[config.mk]
export PLATFORM = sky130hd
export DESIGN_NAME = duck_sprite_renderer
export DESIGN_NICKNAME = d
export VERILOG_FILES = /design/src/rtl/duck_sprite_pkg.sv /design/src/rtl/duck_anim_counter.sv /design/src/rtl/duck_sprite_renderer.sv
export SDC_FILE = /design/constraint.sdc
export NUM_CORES = 1
export LEC_CHECK = 0
export ABC_AREA = 1
export BUFFER_PORTS_ARGS = -buffer_cell sky130_fd_sc_hd__buf_4
export CAP_MARGIN = 25
export CORE_ASPECT_RATIO = 0.75
export CORE_MARGIN = 4
export CORE_UTILIZATION = 53
export DETAILED_ROUTE_END_ITERATION = 16
export PLACE_DENSITY = 0.81
export SETUP_SLACK_MARGIN = 0.2
export SLEW_MARGIN = 15
export SYNTH_ARGS = -nofsm -noshare
export SYNTH_HDL_FRONTEND = slang
export SYNTH_SLANG_ARGS = --single-unit
[constraint.sdc]
create_clock -name vga_clk -period 2.1 [get_ports vga_clk]
set_input_delay 0 -clock vga_clk [delete_from_list [all_inputs] [get_ports vga_clk]]
set_output_delay 0 -clock vga_clk [all_outputs]
set_load 0.005 [all_outputs]
[src/rtl/duck_sprite_pkg.sv]
// Shared screen geometry and coordinate type for the duck sprite renderer.
package duck_sprite_pkg;
   localparam int SCREEN_W  = 640;
   localparam int SCREEN_H  = 480;
   localparam int DEF_IDX_W = 4;

   typedef logic [9:0] coord_t;
endpackage

[src/rtl/duck_anim_counter.sv]
// Animation sequencer: counts frame_start pulses and steps the sprite frame
// once every FRAME_TICKS video frames while animation is running.
module duck_anim_counter #(
   parameter int FRAMES      = 4,
   parameter int FRAME_TICKS = 8
) (
   input  logic                      clk_i,
   input  logic                      reset_i,
   input  logic                      frame_start_i,
   input  logic                      anim_run_i,
   output logic [$clog2(FRAMES)-1:0] frame_idx_o
);
   localparam int TICK_W = (FRAME_TICKS > 1) ? $clog2(FRAME_TICKS) : 1;
   localparam int FIDX_W = $clog2(FRAMES);

   logic [TICK_W-1:0] tick_q, tick_d;
   logic [FIDX_W-1:0] frame_q, frame_d;

   // Next tick/frame: only moves on a running frame_start, so the frame never changes mid-frame
   always_comb begin
      tick_d  = tick_q;
      frame_d = frame_q;
      if (frame_start_i && anim_run_i) begin
         if (tick_q == TICK_W'(FRAME_TICKS - 1)) begin
            tick_d  = '0;
            frame_d = (frame_q == FIDX_W'(FRAMES - 1)) ? '0 : frame_q + 1'b1;
         end else begin
            tick_d = tick_q + 1'b1;
         end
      end
   end

   // Tick and frame state
   always_ff @(posedge clk_i) begin
      if (reset_i) begin
         tick_q  <= '0;
         frame_q <= '0;
      end else begin
         tick_q  <= tick_d;
         frame_q <= frame_d;
      end
   end

   assign frame_idx_o = frame_q;
endmodule

[src/rtl/duck_sprite_renderer.sv]
// Duck sprite renderer: box test and ROM addressing in stage 0, ROM wait in
// stage 1, opaque-texel decision in stage 2 (2-cycle pixel latency).
// Optional horizontal mirroring is enabled by defining SPRITE_MIRROR_EN,
// which adds the flip_x input.
module duck_sprite_renderer
   import duck_sprite_pkg::*;
#(
   parameter int SPR_W       = 64,
   parameter int SPR_H       = 64,
   parameter int FRAMES      = 4,
   parameter int SCALE_SHIFT = 0,
   parameter int FRAME_TICKS = 8,
   parameter int IDX_W       = DEF_IDX_W,
   parameter int TRANSP_IDX  = 0
) (
   input  logic                                     vga_clk,
   input  logic                                     reset,
   input  logic [9:0]                               DrawX,
   input  logic [9:0]                               DrawY,
   input  logic                                     blank,
   input  logic                                     frame_start,
   input  logic [9:0]                               pos_x,
   input  logic [9:0]                               pos_y,
   input  logic                                     anim_run,
`ifdef SPRITE_MIRROR_EN
   input  logic                                     flip_x,
`endif
   output logic [$clog2(FRAMES*SPR_W*SPR_H)-1:0]    rom_address,
   input  logic [IDX_W-1:0]                         rom_q,
   output logic [IDX_W-1:0]                         sprite_idx,
   output logic                                     sprite_hit,
   output logic [$clog2(FRAMES)-1:0]                frame_idx
);
   localparam int ADDR_W   = $clog2(FRAMES*SPR_W*SPR_H);
   localparam int LX_W     = $clog2(SPR_W);
   localparam int LY_W     = $clog2(SPR_H);
   localparam int FRAME_SZ = SPR_W * SPR_H;
   localparam logic [10:0] BOX_W = 11'(SPR_W << SCALE_SHIFT);
   localparam logic [10:0] BOX_H = 11'(SPR_H << SCALE_SHIFT);

   coord_t px_q, py_q;
`ifdef SPRITE_MIRROR_EN
   logic   flip_q;
`endif

   // Sprite position is frozen for a whole video frame, updated only at frame_start
   always_ff @(posedge vga_clk) begin
      if (reset) begin
         px_q <= '0;
         py_q <= '0;
`ifdef SPRITE_MIRROR_EN
         flip_q <= 1'b0;
`endif
      end else if (frame_start) begin
         px_q <= pos_x;
         py_q <= pos_y;
`ifdef SPRITE_MIRROR_EN
         flip_q <= flip_x;
`endif
      end
   end

   duck_anim_counter #(
      .FRAMES      (FRAMES),
      .FRAME_TICKS (FRAME_TICKS)
   ) u_anim (
      .clk_i         (vga_clk),
      .reset_i       (reset),
      .frame_start_i (frame_start),
      .anim_run_i    (anim_run),
      .frame_idx_o   (frame_idx)
   );

   // Stage 0: box test in 11 bits so boxes past the screen edge clip instead of wrapping
   logic [10:0]     x11, y11, px11, py11;
   logic            in_box_c;
   coord_t          dx, dy;
   logic [LX_W-1:0] lx, lx_eff;
   logic [LY_W-1:0] ly;

   always_comb begin
      x11      = {1'b0, DrawX};
      y11      = {1'b0, DrawY};
      px11     = {1'b0, px_q};
      py11     = {1'b0, py_q};
      in_box_c = (x11 >= px11) && (x11 < px11 + BOX_W) && (x11 < 11'(SCREEN_W)) &&
                 (y11 >= py11) && (y11 < py11 + BOX_H) && (y11 < 11'(SCREEN_H));
      dx       = DrawX - px_q;
      dy       = DrawY - py_q;
      lx       = LX_W'(dx >> SCALE_SHIFT);
      ly       = LY_W'(dy >> SCALE_SHIFT);
`ifdef SPRITE_MIRROR_EN
      lx_eff   = flip_q ? LX_W'(SPR_W - 1) - lx : lx;
`else
      lx_eff   = lx;
`endif
   end

   // ROM address goes out this cycle; the synchronous ROM answers one cycle later
   always_comb begin
      rom_address = '0;
      if (in_box_c)
         rom_address = ADDR_W'(frame_idx) * ADDR_W'(FRAME_SZ) +
                       ADDR_W'(ly) * ADDR_W'(SPR_W) + ADDR_W'(lx_eff);
   end

   // Stage 0/1 register: carry in_box and blank alongside the ROM read
   logic in_box_q, blank_q;

   always_ff @(posedge vga_clk) begin
      if (reset) begin
         in_box_q <= 1'b0;
         blank_q  <= 1'b0;
      end else begin
         in_box_q <= in_box_c;
         blank_q  <= blank;
      end
   end

   // Stage 2: a pixel is drawn only if inside the box, visible and not transparent
   logic             hit_d, hit_q;
   logic [IDX_W-1:0] idx_d, idx_q;

   always_comb begin
      hit_d = in_box_q && blank_q && (rom_q != IDX_W'(TRANSP_IDX));
      idx_d = hit_d ? rom_q : '0;
   end

   // Output registers
   always_ff @(posedge vga_clk) begin
      if (reset) begin
         hit_q <= 1'b0;
         idx_q <= '0;
      end else begin
         hit_q <= hit_d;
         idx_q <= idx_d;
      end
   end

   assign sprite_hit = hit_q;
   assign sprite_idx = idx_q;
endmodule

======== Word level (Yosys, flattened, before mapping) ========
Index checks and enable logic that the tools add are counted.
operators by class
  add/sub/neg operators ................... 8
  $lt $le $gt $ge ......................... 6
  equality and inequality tests ........... 2
  multiplexer cells ....................... 3
  bitwise logic cells ..................... 1
  reduce and logical (&&, ||, !) cells .... 11
operator list
  operator                 count
  $add A10 B7 Y11 const B  2
  $lt A10 B11 Y1           2
  $ge A10 B10 Y1           2
  $add A14 B12 Y14         1
  $add A14 B6 Y14          1
  $mux W14                 1
  $sub A6 B6 Y6            2
  $lt A10 B10 Y1 const B   1
  $lt A10 B9 Y1 const B    1
  $logic_and A1 B1 Y1      8
  $reduce_bool A4 Y1       1
  $add A3 B1 Y3 const B    1
  $eq A3 B3 Y1 const B     1
  $mux W3                  1
  $add A2 B1 Y2 const B    1
  $eq A2 B2 Y1 const B     1
  $mux W2                  1
  $reduce_and A2 Y1        1
  $reduce_or A2 Y1         1
  $not A1 Y1               1
word-level totals
  flip-flop bits (word level) ............. 32
  bits of input ports ..................... 49
  output and inout port bits .............. 21
  word-level logic and storage cells ...... 39

======== Logic depth before layout (Yosys ltp) ========
  depth in word-level cells ............... 8
  depth in mapped cells ................... 13
  depth with buffers taken out ............ 12

======== By module ========
A second synthesis with hierarchy kept.
unflattened totals
  cells, all modules ...................... 321
  area, all modules ....................... 2,296.0 µm²
modules (own cells, without submodules)
  module                instances  cells each  area each (µm²)  sequential area each (µm²)
  duck_sprite_renderer  1          288         2,050.7          540.5
  duck_anim_counter     1          33          245.2            100.1

======== Worst setup path before layout ========
No wires, ideal clock.
  path kind ............................... reg-to-reg
  start point ............................. register py_q[6]
  end point ............................... register in_box_q
  setup time .............................. 0.130 ns
  data arrival time ....................... 1.648 ns
  setup slack ............................. 0.322 ns
  cell stages (with the launch flop) ...... 11
  buffers on the path ..................... 1
  clock period less this slack ............ 1.778 ns
  cells stage by stage .................... dfxtp_1 ha_1 xnor2_1 ha_1 nand2_1 inv_1 nand3_1 nand3b_1 nand3_4 buf_6 nor3_2
between the ends
  cells in the longest elaborated chain, start to end .. 4
  elaborated cells on any way between the ends .. 6
  those cells by class .................... 1 x add/sub; 2 x order compare; 3 x reduce/logical
ends and longest elaborated chain
  element                                                RTL line                                                RTL
  start, declared                                        duck_sprite_renderer.sv:41                              coord_t px_q, py_q;
  start signal, assigned                                 duck_sprite_renderer.sv:56                              py_q <= pos_y;
  $add A10 B7 Y11 or $ge A10 B10 Y1 (tied branches)      duck_sprite_renderer.sv:87                              (y11 >= py11) && (y11 < py11 + BOX_H) && (y11 < 11'(SCREEN_H));
  $lt A10 B11 Y1 or $logic_and A1 B1 Y1 (tied branches)  duck_sprite_renderer.sv:87, duck_sprite_renderer.sv:86
  $logic_and A1 B1 Y1 * (2 in series)                    duck_sprite_renderer.sv:87
  end signal, assigned                                   duck_sprite_renderer.sv:115                             in_box_q <= in_box_c;
  end, declared                                          duck_sprite_renderer.sv:108                             logic in_box_q, blank_q;
Mark *: on every way between the ends. The rest lies on a longest branch, timed or not.
A chain may end at the register's enable or synchronous reset.

======== Final worst setup path ========
  start point ............................. register py_q[7]
  end point ............................... output port rom_address[12]
between the ends
  cells in the longest elaborated chain, start to end .. 5
  elaborated cells on any way between the ends .. 7
  those cells by class .................... 1 x add/sub; 2 x order compare; 1 x mux; 3 x reduce/logical
ends and longest elaborated chain
  element                                                RTL line                                                RTL
  $add A10 B7 Y11 or $ge A10 B10 Y1 (tied branches)      duck_sprite_renderer.sv:87
  $lt A10 B11 Y1 or $logic_and A1 B1 Y1 (tied branches)  duck_sprite_renderer.sv:87, duck_sprite_renderer.sv:86
  $logic_and A1 B1 Y1 * (2 in series)                    duck_sprite_renderer.sv:87
  $mux W14 *                                             duck_sprite_renderer.sv:102                             if (in_box_c)
  end, declared                                          duck_sprite_renderer.sv:28                              output logic [$clog2(FRAMES*SPR_W*SPR_H)-1:0] rom_address,
Marks and branches as above.

==> flow_metrics.env <==
export IMPL_r2r_start="py_q[7]"
export IMPL_cp_required_ps=2100
export IMPL_io_buffers=69
export IMPL_cp_slowest_cell="dfxtp_2"
export IMPL_design_area_sq_um=3470
export IMPL_setup_viol=14
export IMPL_ant_nets=0
export IMPL_slowest_delay_ps=350
export IMPL_hpwl_um=4550
export IMPL_synth_cell_types=30
export IMPL_crit_path_end_kind="output pin"
export IMPL_synthTopCellsByArea="dfxtp_1 26%, ha_1 17%, nand2_1 9.6%"
export IMPL_holdCritPathClass="input pin to flop"
export IMPL_crit_chain="ha_4, xnor2_1, ha_1, nand2_1, inv_1, nand3_2, nand3b_1, buf_4, nand3_4, nor3_4, buf_4"
export IMPL_drt_initial_drc_count=73
export IMPL_drive_gt1_share_pct=29.7
export IMPL_grt_max_degree=29
export IMPL_timing_final_ws_setup_ps=-141
export IMPL_cp_startpoint="py_q[7]"
export IMPL_worstSetupPathType="flop to output pin"
export IMPL_synth_top_cell_area_share_pct=26.3
export IMPL_diodes=0
export IMPL_drv_slew=0
export IMPL_tns_ps=-1560
export IMPL_numCtsBuffers=5
export IMPL_relSlewSlack_pct=59.1
export IMPL_r2r_end="in_box_q"
export IMPL_violations="negative setup slack"
export IMPL_post_drt_wl_per_cell_um=13.7
export IMPL_fin_worst_skew_ps=7.02
export IMPL_clk_latency_ps=290
export IMPL_rrSetupSlack_ps=80
export IMPL_cts_buffer_depth=2
export IMPL_area_growth_pct=42.3
export IMPL_post_place_ws_ps=66.3
export IMPL_core_area_sq_um=4440
export IMPL_cap_violations=0
export IMPL_avgSynthCellArea_sq_um=7.43
export IMPL_vias=2433
export IMPL_status="finished with violations"
export IMPL_netlist_area_sq_um=2440
export IMPL_start_util_pct=54.9
export IMPL_synth_seq_cells=32
export IMPL_cts_clk_slew_worst_paths_ps=80
export IMPL_wirelength_um=6530
export IMPL_whs_path_depth=3
export IMPL_drc=0
export IMPL_ioPinCount=70
export IMPL_mostFrequentLayoutCell="buf_4"
export IMPL_gp_congestion=0.821
export IMPL_grt_pass1_wl_um=10600
export IMPL_synth_nets=412
export IMPL_grt_pass1_vias=2359
export IMPL_power_density_nw_per_um2=541
export IMPL_grt_ovfl_total=0
export IMPL_synthCells=328
export IMPL_htreeDepth=2
export IMPL_fin_crit_sh_pct=107
export IMPL_cts_tree="done"
export IMPL_die_height_um=66.7
export IMPL_reg2reg_depth=11
export IMPL_cp_arrival_ps=2240
export IMPL_irDropWorstVdd_v=0.000464
export IMPL_fmax_mhz=446
export IMPL_holdWs_ps=1.50
export IMPL_placed_area_sq_um=3000
export IMPL_crit_path_max_fanout=7
export IMPL_ys_seq_area_share_pct=26.3
export IMPL_hold_viol=0
export IMPL_dieArea_sq_um=5760
export IMPL_cts_root_buf="clkbuf_8"
export IMPL_synth_largest_area_cell="dfxtp_1"
export IMPL_vias_per_cell=5.09
export IMPL_rsz0062_at_grt="yes"
export IMPL_hold_start="pos_x[7]"
export IMPL_layout_common_cells="75 x buf_4, 62 x nand2_1, 54 x inv_1"
export IMPL_path_common_cell="buf_4"
export IMPL_first_pass_iters=4
export IMPL_synth_warnings=0
export IMPL_finalWorstPathRequiredPeriod_ps=2240
export IMPL_numClockSinks=32
export IMPL_power_leakage_nw=1.72
export IMPL_die_w_um=86.3
export IMPL_worstSetupStartpointType="flop"
export IMPL_holdPathEnd="px_q[7]"
export IMPL_fp_row_count=21
export IMPL_tightest_slew_ps=613
export IMPL_finalNetCount=504
export IMPL_antenna_found_initial=0
export IMPL_track_usage_pct=23.1
final cells by class:
class | count | area [sq um]
multi-input cells | 234 | 1650
fillers | 303 | 975
repair buffers | 93 | 779
flip-flops and latches | 32 | 651
inverters | 54 | 203
well taps | 57 | 71.3
clock buffers | 5 | 68.8
clock inverters | 3 | 42.5
power by group:
group          internal (mW)  switching [mW]  leakage, nW
combinational          0.280           0.338         1.40
sequential             0.638          0.0219        0.265
clock                  0.351           0.249       0.0541
through the flow:
| step | util, % | total power [mW] | std cells |
|---|---|---|---|
| 6_report | 78.1 | 1.88 | 478 |
| 5_1_grt | 78.1 | 1.98 | 478 |
| 4_1_cts | 75.7 | 1.83 | 474 |
| 3_5_place_dp | 67.5 | 1.18 | 446 |
| 3_3_place_gp | 67.5 | 1.16 | 446 |
| 2_1_floorplan | - | 1.03 | 328 |
sequential cells by signal (all words and copies together) (netlist names):
| name | cells |
|---|---|
| px_q | 10 |
| py_q | 10 |
| sprite_idx | 4 |
| u_anim.tick_q | 3 |
| u_anim.frame_idx_o | 2 |
| blank_q | 1 |
| in_box_q | 1 |
| sprite_hit | 1 |
per-layer routing:
layer / vias up / global-route usage (%) / share of wire [%]
met5: - / 0 / 0
met4: 0 / 4.28 / 0.41
met3: 4 / 5.19 / 7.0
met2: 80 / 39.0 / 47
met1: 1088 / 30.5 / 46
li1: 1261 / - / -
cells by family (layout without fill, tap and decap cells):
family                     Yosys count  in the layout  synth area share, %
adders and majority gates           35             35                 18.6
AOI/OAI and AO/OA                   41             41                 11.1
and+or+nand+nor                    147            148                 30.0
buffers and inverters               63            155                 10.4
DFF                                 32             32                 26.3
xor gates and xnor gates            10             10                 3.60
Yosys cell counts (all sizes together):
| cell type | instances |
|---|---|
| nand2 | 64 |
| inv | 54 |
| nor2 | 42 |
| ha | 33 |
| dfxtp | 32 |
| a211oi | 19 |
| nor3 | 19 |
| a21oi | 16 |
| nand3 | 16 |
| buf | 6 |
| xnor2 | 6 |
| nand4 | 4 |
| xor2 | 4 |
| clkbuf | 3 |
| a21o | 2 |
| a31oi | 2 |
| fa | 2 |
| nand3b | 1 |
| o21a | 1 |
| o21ai | 1 |
| or2 | 1 |
how the worst max path moves through the flow:
stage / end / slack (ps) / cells past startpoint
after global placement: rom_address[7] / 160 / 11
after floorplan: in_box_q / 320 / 10
after global routing: rom_address[13] / -250 / 12
after detailed placement: rom_address[11] / 70 / 10
after CTS: rom_address[9] / -130 / 12
final: rom_address[12] / -140 / 11
critical path, delay by kind of cell (launching register included):
kind                       cells  cell delay (ps)
and+or+nand+nor                5              680
adders and majority gates      2              470
DFF                            1              350
buffers and inverters          3              330
xor gates and xnor gates       1              120
what timing repair did:
item	4_1_cts	5_1_grt
setup buffers	5	3
endpoints found under the setup margin	15	15
gates cloned	1	1
pin swaps	19	8
hold buffers	14	0
resized for setup	14	10
hold endpoints to repair	13	0
Note: power is estimated with default switching activity, not from simulation.
